File: src/rtl/quantum_timer_ctrl.sv
// Multi-channel preemption timer: per-channel quantum counters with sticky pending flags,
// merged into one lowest-index-first interrupt with ack. Define QTC_OVERRUN_EN for overrun flags.
module qtc_channel #(
  parameter int WIDTH           = 32,
  parameter int DEFAULT_QUANTUM = 20
) (
  input  logic             clock,
  input  logic             reset,
  input  logic             cfg_we,
  input  logic [WIDTH-1:0] cfg_quantum,
  input  logic             start,
  input  logic             stop,
  input  logic             ack,
  output logic             pending,
  output logic             running,
  output logic             overrun
);
  logic [WIDTH-1:0] cnt, q;
  logic             expire;

  // >= rather than == so a quantum shrunk below the live count still expires next edge
  assign expire = running && (q != '0) && (cnt >= q - WIDTH'(1));

  always_ff @(posedge clock or negedge reset) begin
    if (!reset) begin
      cnt     <= '0;
      q       <= WIDTH'(DEFAULT_QUANTUM);
      running <= 1'b0;
      pending <= 1'b0;
    end else begin
      if (cfg_we) q <= cfg_quantum;
      if (stop) begin
        running <= 1'b0;
        pending <= 1'b0;
        if (start) cnt <= '0;
      end else if (start) begin
        running <= 1'b1;
        cnt     <= '0;
        if (ack) pending <= 1'b0;
      end else begin
        if (running) cnt <= (q == '0 || expire) ? '0 : cnt + WIDTH'(1);
        if (expire)   pending <= 1'b1;
        else if (ack) pending <= 1'b0;
      end
    end
  end

`ifdef QTC_OVERRUN_EN
  always_ff @(posedge clock or negedge reset) begin
    if (!reset)                               overrun <= 1'b0;
    else if (stop || ack)                     overrun <= 1'b0;
    else if (expire && !start && pending)     overrun <= 1'b1;
  end
`else
  assign overrun = 1'b0;
`endif
endmodule

module quantum_timer_ctrl #(
  parameter  int NUM_CH          = 4,
  parameter  int WIDTH           = 32,
  parameter  int DEFAULT_QUANTUM = 20,
  localparam int CHW             = $clog2(NUM_CH)
) (
  input  logic              clock,
  input  logic              reset,
  input  logic              cfg_we,
  input  logic [CHW-1:0]    cfg_ch,
  input  logic [WIDTH-1:0]  cfg_quantum,
  input  logic [NUM_CH-1:0] start,
  input  logic [NUM_CH-1:0] stop,
  input  logic              irq_ack,
  output logic              irq,
  output logic [CHW-1:0]    irq_ch,
  output logic [NUM_CH-1:0] pending,
  output logic [NUM_CH-1:0] running,
  output logic [NUM_CH-1:0] overrun
);
  logic [NUM_CH-1:0] ack_vec, we_vec;

  assign irq = |pending;

  always_comb begin
    irq_ch = '0;
    for (int i = NUM_CH - 1; i >= 0; i--)
      if (pending[i]) irq_ch = CHW'(i);
  end

  assign ack_vec = (irq_ack && irq) ? (NUM_CH'(1) << irq_ch) : '0;
  assign we_vec  = cfg_we ? (NUM_CH'(1) << cfg_ch) : '0;

  for (genvar g = 0; g < NUM_CH; g++) begin : g_ch
    qtc_channel #(.WIDTH(WIDTH), .DEFAULT_QUANTUM(DEFAULT_QUANTUM)) u_ch (
      .clock       (clock),
      .reset       (reset),
      .cfg_we      (we_vec[g]),
      .cfg_quantum (cfg_quantum),
      .start       (start[g]),
      .stop        (stop[g]),
      .ack         (ack_vec[g]),
      .pending     (pending[g]),
      .running     (running[g]),
      .overrun     (overrun[g])
    );
  end
endmodule
File: config.mk
export PLATFORM = sky130hd
export DESIGN_NAME = quantum_timer_ctrl
export DESIGN_NICKNAME = d
export VERILOG_FILES = /design/src/rtl/quantum_timer_ctrl.sv
export SDC_FILE = /design/constraint.sdc
export NUM_CORES = 1
export LEC_CHECK = 0
export CAP_MARGIN = 20
export CORE_ASPECT_RATIO = 1.2
export CORE_MARGIN = 1.5
export CORE_UTILIZATION = 31
export DETAILED_ROUTE_END_ITERATION = 10
export GPL_TIMING_DRIVEN = 0
export PLACE_DENSITY = 0.45
export SYNTH_ARGS = -nofsm -noshare
export SYNTH_HDL_FRONTEND = slang
export SYNTH_SLANG_ARGS = --single-unit
File: constraint.sdc
create_clock -name clock -period 6.5 [get_ports clock]
set_input_delay 1.3 -clock clock [delete_from_list [all_inputs] [get_ports clock]]
set_output_delay 1.3 -clock clock [all_outputs]
set_load 0.02 [all_outputs]
== After elaboration in Yosys (flattened, before gate mapping) ==
Index checks and enable logic that the tools add are counted.
W data, S select, Z words.

* Word-level logic and storage cells: 118
* Register bits: 264
* Input bits: 46

* Shift operators: 2
* Add/sub/neg operators: 8
* Magnitude comparators: 4
* Multiplexer cells: 50
* Reduce and logical (&&, ||, !) cells: 34
* Equal/unequal tests: 4

{| class="wikitable"
|+ Operator list
! operator !! number
|-
| $mux W32 || 20
|-
| $add A32 B1 Y32 const B || 4
|-
| $ge A32 B32 Y1 || 4
|-
| $logic_not A32 Y1 || 4
|-
| $reduce_bool A32 Y1 || 4
|-
| $sub A32 B1 Y32 const B || 4
|-
| $mux W1 || 24
|-
| $reduce_bool A2 Y1 || 8
|-
| $logic_and A1 B1 Y1 || 9
|-
| $mux W2 || 4
|-
| $mux W4 || 2
|-
| $ne A2 B2 Y1 const B || 4
|-
| $reduce_and A2 Y1 || 4
|-
| $shl A1 B2 Y4 const A || 2
|-
| $logic_or A1 B1 Y1 || 4
|-
| $reduce_or A4 Y1 || 1
|}

== Depth between registers and ports, before layout ==
Gate-level depths: netlist of the first run.

* Depth in word-level cells: 10
* Mapped depth: 17
* Gate-level depth less buffers: 16

== Hierarchy ==
From an unflattened synthesis of the first run, not the netlist that was laid out.

* Cells, all modules: 1766
* Area, all modules: 17585.6 um^2

{| class="wikitable"
|+ By module, submodules not included
! module !! area an instance (um^2) !! cells each !! instances
|-
| qtc_channel at g_ch[1].u_ch ... || 4325.4 || 434 || 3
|-
| qtc_channel at g_ch[0].u_ch || 4514.3 || 448 || 1
|-
| quantum_timer_ctrl || 95.1 || 16 || 1
|}

== Worst setup path before layout of the first run ==
No wires, ideal clock.

* Path type: register -> register
* Start point: register g_ch[0].u_ch.q[3]
* End point: register g_ch[0].u_ch.cnt[22]
* Path slack: 1914 ps
* Data arrival time: 4519 ps
* Period minus slack after synthesis: 4586 ps
* Cell stages (with the launch flop): 15
* Path through: dfrtp_1 or4_4 or4_4 or3_1 or2_2 or4_1 xor2_1 ha_1 and4_1 a221oi_1 o21ai_0 nor4_1 clkbuf_1 o211a_1 a221o_1

* Word-level cells in the longest chain between the ends: 8
* Elaborated cells on any way between the ends: 11
* Classes of those cells: 1 x add/sub; 1 x order compare; 4 x mux; 5 x reduce/logical

{| class="wikitable"
|+ Ends and longest elaborated chain
! item !! line !! RTL
|-
| start, declared || 18 || <nowiki>logic [WIDTH-1:0] cnt, q;</nowiki>
|-
| start signal, assigned || 27 || <nowiki>q <= WIDTH'(DEFAULT_QUANTUM);</nowiki>
|-
| start signal, assigned || 31 || <nowiki>if (cfg_we) q <= cfg_quantum;</nowiki>
|-
| $sub A32 B1 Y32 / $reduce_bool A32 Y1 (equally long branches) || 22 || <nowiki>assign expire = running && (q != '0) && (cnt >= q - WIDTH'(1));</nowiki>
|-
| $ge A32 B32 Y1 / $logic_and A1 B1 Y1 (equally long branches) || 22 ||
|-
| $logic_and A1 B1 Y1 || 22 ||
|-
| $logic_or A1 B1 Y1 * || 41 || <nowiki>if (running) cnt <= (q == '0 || expire) ? '0 : cnt + WIDTH'(1);</nowiki>
|-
| $mux W32 * (2 in a row) || 41 ||
|-
| $mux W32 * || 36 || <nowiki>end else if (start) begin</nowiki>
|-
| $mux W32 * || 32 || <nowiki>if (stop) begin</nowiki>
|-
| end signal, assigned || 41 ||
|-
| end, declared || 18 ||
|}

Every way passes the cells marked *; elsewhere a longest branch is shown, timed or not. The select of a mux whose other input is x is not followed.
A chain may end at the register's enable or synchronous reset.

== Worst setup path in the final report of the first run ==
* Start point: register g_ch[3].u_ch.q[0]
* End point: register g_ch[3].u_ch.cnt[9]

* Word-level cells in the longest chain between the ends: 8
* Elaborated cells on any way between the ends: 11
* Classes of those cells: 1 x add/sub; 1 x order compare; 4 x mux; 5 x reduce/logical

{| class="wikitable"
|+ Ends and longest elaborated chain
! item !! line
|-
| start, declared || 18
|-
| start signal, assigned || 27
|-
| start signal, assigned || 31
|-
| $sub A32 B1 Y32 / $reduce_bool A32 Y1 (equally long branches) || 22
|-
| $ge A32 B32 Y1 / $logic_and A1 B1 Y1 (equally long branches) || 22
|-
| $logic_and A1 B1 Y1 || 22
|-
| $logic_or A1 B1 Y1 * || 41
|-
| $mux W32 * (2 in a row) || 41
|-
| $mux W32 * || 36
|-
| $mux W32 * || 32
|-
| end signal, assigned || 41
|-
| end, declared || 18
|}

Marks and branches as above.

==> results of run 1 <==
cell type report:
class / instances / area share, %
Multi-Input combinational cell: 1436 / 51.1
Sequential cell: 264 / 33.1
Tap cell: 720 / 4.50
Clock buffer: 37 / 4.09
Timing Repair Buffer: 59 / 3.14
Buffer: 74 / 1.74
Clock inverter: 20 / 1.51
Inverter: 47 / 0.882
Antenna cell: 1 / 0.0125
worst paths after layout:
path	from	end	depth (start not counted)
min in group asynchronous	reset	g_ch[1].u_ch.cnt[2]$_DFFE_PN0P_	1
hold / removal	g_ch[3].u_ch.cnt[22]$_DFFE_PN0P_	g_ch[3].u_ch.cnt[22]$_DFFE_PN0P_	1
max in group asynchronous	reset	g_ch[2].u_ch.cnt[15]$_DFFE_PN0P_	3
setup / recovery	g_ch[3].u_ch.q[0]$_DFFE_PN0P_	g_ch[3].u_ch.cnt[9]$_DFFE_PN0P_	15
setup reg to reg	g_ch[3].u_ch.q[0]$_DFFE_PN0P_	g_ch[3].u_ch.cnt[9]$_DFFE_PN0P_	15
hold reg to reg	g_ch[3].u_ch.cnt[22]$_DFFE_PN0P_	g_ch[3].u_ch.cnt[22]$_DFFE_PN0P_	1
cell usage after synthesis (all sizes together), types with 5 or more instances:
master | n | share of area, %
or3 | 27 | 1.0
a221oi | 6 | 0.30
ha | 136 | 9.8
a41oi | 8 | 0.40
a221o | 8 | 0.46
nand3 | 94 | 2.7
dfrtp | 256 | 37
nor4b | 9 | 0.54
buf | 22 | 0.89
o31ai | 19 | 0.82
o311ai | 34 | 1.8
a22o | 5 | 0.25
or2 | 14 | 0.50
o211ai | 8 | 0.35
a21o | 22 | 0.95
or4 | 19 | 0.87
xnor2 | 82 | 4.1
a32oi | 6 | 0.30
and4 | 12 | 0.61
a211oi | 17 | 0.74
nor4 | 38 | 1.4
inv | 47 | 1.0
and2 | 12 | 0.43
dfstp | 8 | 1.2
nand4 | 49 | 1.8
xor2 | 35 | 1.8
mux2i | 7 | 0.40
nand3b | 23 | 1.0
and3 | 31 | 1.1
nor2 | 111 | 2.4
clkbuf | 52 | 1.1
o21ai | 51 | 1.5
a31oi | 56 | 2.1
nor3 | 68 | 2.0
nand2 | 180 | 3.9
a21oi | 66 | 1.9
nand2b | 19 | 0.69
mux2 | 128 | 8.3
state kept, by name, summed over array words and instances, names as in the netlist:
register,cells
g_ch.u_ch.q,128
g_ch.u_ch.cnt,128
g_ch.u_ch.pending,4
g_ch.u_ch.running,4
critical path: cells and delay by family (launching register included):
kind,cells,cell delay (ns)
compound gates,4,1.47
flops,1,0.40
xor+xnor,1,0.19
simple gates,8,2.72
buf+inv,1,0.18
fa+ha+maj,1,0.29
cells by family (layout without fill, tap and decap cells):
logic type / Yosys count / count (layout) / share of synthesized area, %
AND/OR/NAND/NOR: 715 / 715 / 21.4
AO/OA/AOI/OAI: 329 / 329 / 13.0
flip-flops: 264 / 264 / 38.1
adder cells (fa/ha/maj): 136 / 136 / 9.81
multiplexers: 135 / 135 / 8.71
buffers and inverters: 121 / 237 / 3.03
XOR/XNOR: 117 / 117 / 5.91
other: 1 / 5 / 0.0216
power by group through the flow:
stage / Combinational (mW) / Sequential [mW] / Clock [mW]
finish: 0.776 / 2.01 / 1.94
detailed placement: 0.786 / 2.03 / 0
floorplan: 0.556 / 1.98 / 0
CTS: 0.792 / 2.01 / 1.99
global route: 0.881 / 2.04 / 2.07
global placement: 0.756 / 2.03 / 0
routing by layer:
metal	track usage [%]	routed length [um]	vias up	share of wire, %
li1	-	-	7011	-
met1	22.1	22100	6864	44
met4	5.78	1380	2	2.8
met2	31.1	24900	201	50
met3	1.84	1370	63	2.8
met5	0	10	-	0.020
==> results by group, run 1 <==
Clocking
  – TritonCTS Buffers: 31
  – Longest Clk Path Bufs: 3
  – Sink Count: 264
  – TritonCTS clock tree: done
  – Root buf cell: clkbuf_16
  – Hold buffer count at cts: 0
  – CTS resizes: 0
  – Reg clk slew, reported paths: 0.06 ns
  – H-tree level count: 1
  – Post-CTS Setup Inserts: 0
  – Clk Latency, worst-skew pair: 0.58 ns

Floorplan
  – Die height: between 200 and 300 um
  – Core area: around 55,000 um^2
  – Die Width: between 200 and 250 um
  – FP Rows: between 90 and 100
  – Top Ports: 61
  – Initial core utilization: a little under a third
  – Die Footprint: between 50,000 and 60,000 um^2

Global routing
  – Largest net degree at the start of global routing: about 120
  – GRT overflow: 0
  – Number of global-route vias before repair: ~14k
  – First-pass GRT wire length: ~79 mm
  – Antenna violations before repair: 1
  – All-Layer GR Usage: ~18%

Power
  – Total Power: 4.72 mW
  – Maximum vdd ir drop: ~0.00019 V
  – P_int: 3.37 mW
  – Combinational fraction of design power: ~16%
  – Register share of total power: a little over two fifths
  – Power per standard cell area: ~240 nW/um^2
  – Sw Ratio: between 20% and 30%
  – Clk pwr share: 41.0%
  – Leakage power: about 8.1 nW
  – Switching power: 1.35 mW

Yosys
  – Yosys cell types: 69
  – Sequential fraction of the synthesis area: 38.1%
  – Cells after Synth: approximately 1.8k
  – EDFF count, synth: 0
  – Synthesized flop and latch total: 264
  – Avg Inst Size Synth: roughly 9.5 um^2
  – Ys async rst share: between 90% and 100%
  – Main synth FF type: dfrtp_1
  – Yosys warns: 0
  – Mapped Area: about 17,000 um^2

Worst setup path
  – Worst reg-to-reg setup slack: around 1.1 ns
  – CP endpoint kind: register
  – Most used cell, CP: nor3_1
  – CP Launch Type: register
  – Slowest cell on crit path: nor4_1
  – Max incr delay on CP: 0.78 ns
  – Arr. time, crit path: 5.84 ns
  – Crit Path Max Fanout: 9
  – Crit path kind: reg2reg
  – Required @ worst endpoint: around 7.0 ns
  – Cell Chain, Critical Path: nor3_1, or3b_1, or3_1, clkbuf_1, nor4_1, nand3b_1, xor2_1, ha_1, nand4_1, nor3_1, a221oi_1, o21ai_0, a21oi_1, nand2_1, o311ai_0

STA
  – Final period util: 82.7%
  – Unrepaired setup endpoints after global routing: no
  – Fmax: between 150 and 200 MHz
  – Max transition margin: between 30% and 40%
  – Final Hold Viols: 0
  – Fin crit period: 5.37 ns
  – Worst Max-Slew Pin Slew: just under 1 ns
  – Hold slack: roughly 0.53 ns
  – Final Skew: ~0.012 ns
  – Slew Viols, Final: 0
  – Final setup viols: 0
  – Setup TNS Final: 0 ns
  – Final worst-path setup slack: about 1.1 ns

Layout
  – Most frequent cells in the layout: dfrtp_1, nand2_1, ha_1
  – Final Util: between 30% and 40%
  – Multi-input logic area: between 10,000 and 15,000 um^2
  – Final std cell area, no fill: around 20,000 um^2
  – Filler cells: between 5k and 6k
  – Area growth from synthesis to layout: 15.4%
  – Seq. cell area: between 6000 and 7000 um^2
  – Fin cells: 2,658
  – Ratio of cells with drive above 1 in the final layout: around an eighth
  – Most common cell after layout, fill and taps aside: dfrtp_1
  – Nets@finish: about 2.1k

Placement
  – Placed Instances: 2,600
  – RePlAce Congestion: roughly 0.8
  – HPWL after detailed placement: about 38 mm
  – DP Area: around 19,000 um^2
  – DP Worst Slack: ~1.0 ns
  – Port bufs: 56

Route
  – 1st-pass router iterations: 5
  – DRC violations left: 0
  – Post-DRT Antenna Nets: 0
  – Total wire length: between 40 and 50 mm
  – Via count: between 10k and 15k
  – WL per Instance: roughly 19 um
  – DRT iter0 DRCs: 777
  – Vias/cell: 5.32

Status
  – Status: finished, final reports clean

Flow run
  – Max-Cap Viols: 0

Hold path
  – Hold crit path type: reg2reg
Power figures use the tool's default switching activity.
==> inputs of run 2 (changes only) <==
- PLACE_DENSITY: 0.45 -> 0.47
- clock period: 6.5 -> 4.8 ns (I/O delays scaled with it)
==> run 2 against run 1 <==
Effect of this change:
- non-clock buffer count increased by 10
- critical path depth decreased by 1
- largest cell class unchanged
- combinational power increased by 38%
- routed wire length increased by 0.95%
==> results by group, run 2 (synthesized netlist as in run 1, its figures left out) <==
Power
  – Total Power: 6.35 mW (was 4.72 mW)
  – Maximum vdd ir drop: 0.000264 V (was 0.000187 V)
  – Power per standard cell area: 313 nW/um^2 (was 236 nW/um^2)
  – Leakage power: 8.21 nW (was 8.08 nW)

STA
  – Final setup viols: 0 (unchanged)
  – Max transition margin: 46.9% (was 35.3%)
  – Final period util: 96.1% (was 82.7%)
  – Slew Viols, Final: 0 (unchanged)
  – Fmax: 217 MHz (was 186 MHz)
  – Setup TNS Final: 0 ns (unchanged)
  – Final Hold Viols: 0 (unchanged)
  – Fin crit period: 4.61 ns (was 5.37 ns)
  – Worst Max-Slew Pin Slew: 0.794 ns (was 0.963 ns)
  – Final Skew: 0.0166 ns (was 0.0118 ns)

Clocking
  – Root buf cell: clkbuf_16 (unchanged)
  – H-tree level count: 1 (unchanged)
  – Clk Latency, worst-skew pair: 0.60 ns (was 0.58 ns)
  – TritonCTS clock tree: done (unchanged)
  – Hold buffer count at cts: 0 (unchanged)
  – TritonCTS Buffers: 31 (unchanged)
  – Sink Count: 264 (unchanged)
  – Reg clk slew, reported paths: 0.06 ns (about the same)
  – Longest Clk Path Bufs: 3 (unchanged)

Worst setup path
  – CP Launch Type: register (unchanged)
  – RR Endpoint: g_ch[0].u_ch.cnt[30]$_DFFE_PN0P_ (was g_ch[3].u_ch.cnt[9]$_DFFE_PN0P_)
  – Required @ worst endpoint: 5.28 ns (was 6.97 ns)
  – Max incr delay on CP: 0.56 ns (was 0.78 ns)
  – Crit Path Max Fanout: 10 (was 9)
  – Arr. time, crit path: 5.09 ns (was 5.84 ns)
  – Worst reg-to-reg setup slack: 0.19 ns (was 1.13 ns)
  – Crit path kind: reg2reg (unchanged)
  – CP endpoint kind: register (unchanged)
  – Cell Chain, Critical Path: or4_4, or4_4, or3_4, or2_2, or4_1, xor2_1, ha_1, and4_1, a221oi_2, o21ai_1, nor2_1, nand2_1, clkbuf_4, o311ai_0 (was nor3_1, or3b_1, or3_1, clkbuf_1, nor4_1, nand3b_1, xor2_1, ha_1, nand4_1, nor3_1, a221oi_1, o21ai_0, a21oi_1, nand2_1, o311ai_0)
  – Slowest cell on crit path: or4_4 (was nor4_1)
  – Worst r2r path cells: 14 (was 15)
  – RR Startpoint: g_ch[0].u_ch.q[2]$_DFFE_PN1P_ (was g_ch[3].u_ch.q[0]$_DFFE_PN0P_)
  – Most used cell, CP: or4_4 (was nor3_1)

Route
  – Via count: 14.2k (was 14.1k)
  – DRC violations left: 0 (unchanged)
  – Post-DRT Antenna Nets: 0 (unchanged)
  – DRT iter0 DRCs: 796 (was 777)
  – 1st-pass router iterations: 5 (unchanged)
  – WL per Instance: 18.8 um (was 18.7 um)
  – Total wire length: 50.2 mm (was 49.7 mm)
  – Vias/cell: 5.31 (was 5.32)

Layout
  – Fin cells: 2,669 (was 2,658)
  – Area growth from synthesis to layout: 17.0% (was 15.4%)
  – Ratio of cells with drive above 1 in the final layout: 15.2% (was 12.1%)
  – Biggest regs: g_ch.u_ch.cnt: 128 flops, g_ch.u_ch.q: 128 flops (unchanged)
  – Most frequent cells in the layout: dfrtp_1, nand2_1, ha_1 (unchanged)
  – Ant. Diodes: 0 (was 1)
  – Most common cell after layout, fill and taps aside: dfrtp_1 (unchanged)
  – Nets@finish: 2,106 (was 2,095)
  – Filler cells: 5,521 (was 5,512)

Floorplan
  – Top Ports: 61 (unchanged)
  – FP Rows: 94 (unchanged)
  – Initial core utilization: 31.5% (unchanged)
  – Die height: 262 um (unchanged)
  – Core area: 55,000 um^2 (unchanged)
  – Die Footprint: 57,400 um^2 (unchanged)
  – Die Width: 219 um (unchanged)

Global routing
  – Grt met1 use: 21.7% (was 22.1%)
  – Gr busiest metal: met2 (unchanged)
  – Antenna violations before repair: 1 (unchanged)
  – GRT overflow: 0 (unchanged)
  – Number of global-route vias before repair: 14.1k (was 14.0k)
  – First-pass GRT wire length: 79.1 mm (was 79.2 mm)
  – All-Layer GR Usage: 17.5% (about the same)
  – M3 GR Usage: 1.98% (was 1.84%)
  – Met2 GRT Util: 30.8% (was 31.1%)
  – Largest net degree at the start of global routing: 113 (was 116)

Status
  – Status: finished, final reports clean (unchanged)

Flow run
  – Max-Cap Viols: 0 (unchanged)

Placement
  – RePlAce Congestion: 0.814 (was 0.801)
  – HPWL after detailed placement: 37.3 mm (was 37.6 mm)
  – Port bufs: 56 (unchanged)
  – Placed Instances: 2,600 (unchanged)

Hold path
  – Hold crit path type: in2async (was reg2reg)
==> run 2: timing repair <==
action | 4_1_cts | 5_1_grt
setup endpoints to repair | 127 | 130
endpoints found under the hold margin | 0 | 0
pin swaps | 1 | 6
buffers inserted | 3 | 7
resized for setup | 36 | 56
cloned | 0 | 1
==> run 2: layout make-up <==
type	count	area, um^2	area share (%)
plain buffers	74	390	1.92
flip-flops and latches	264	6620	32.6
multi-input cells	1437	10400	51.4
clock inverters	24	289	1.42
repair buffers	69	703	3.46
clock buffers	34	797	3.93
well taps	720	901	4.44
inverters	47	176	0.869
==> run 2: worst max-delay path by stage <==
stage	endpoint	start	slack, ns	cells after the start
2_1_floorplan	g_ch[0].u_ch.cnt[22]$_DFFE_PN0P_	g_ch[0].u_ch.q[3]$_DFFE_PN0P_	0.21	14
3_3_place_gp	g_ch[3].u_ch.cnt[31]$_DFFE_PN0P_	reset	-9.34	1
3_5_place_dp	g_ch[3].u_ch.cnt[9]$_DFFE_PN0P_	g_ch[3].u_ch.q[0]$_DFFE_PN0P_	-0.69	15
4_1_cts	g_ch[0].u_ch.cnt[24]$_DFFE_PN0P_	g_ch[0].u_ch.q[3]$_DFFE_PN0P_	0.006	15
5_1_grt	g_ch[0].u_ch.cnt[27]$_DFFE_PN0P_	g_ch[0].u_ch.q[3]$_DFFE_PN0P_	-0.02	14
6_report	g_ch[0].u_ch.cnt[30]$_DFFE_PN0P_	g_ch[0].u_ch.q[2]$_DFFE_PN1P_	0.19	14
==> run 2: per-stage QoR <==
step | hold slack (ns) | setup WS (ns) | utilization, % | cell area (um^2)
2_1_floorplan | 0.457 | 0.214 | - | 17400
3_3_place_gp | 0.512 | -9.34 | 34.2 | 18800
3_5_place_dp | 0.506 | -0.686 | 34.3 | 18900
4_1_cts | 0.315 | 0.00590 | 36.5 | 20100
5_1_grt | 0.350 | -0.0248 | 36.9 | 20300
6_report | 0.331 | 0.189 | 36.9 | 20300
==> run 2: critical path, delay by kind of cell, from the launching register on <==
family / cells / cell delay, ns
and+or+nand+nor: 8 / 2.69
AOI/OAI and AO/OA: 3 / 0.71
DFF: 1 / 0.40
adders and majority gates: 1 / 0.30
buffers and inverters: 1 / 0.21
xor gates and xnor gates: 1 / 0.17
==> run 2: routing by layer <==
layer	wire length, um	vias to the layer above
met5	12	-
met3	1580	84
met2	24700	229
met1	22200	6837
li1	-	7030
met4	1730	2
==> run 2: power by group <==
part	total (mW)	leakage, nW	switching, mW	internal (mW)
Combinational	1.07	4.30	0.539	0.532
Clock	2.55	0.513	1.07	1.48
Sequential	2.73	3.40	0.282	2.45
Total	6.35	8.21	1.89	4.46
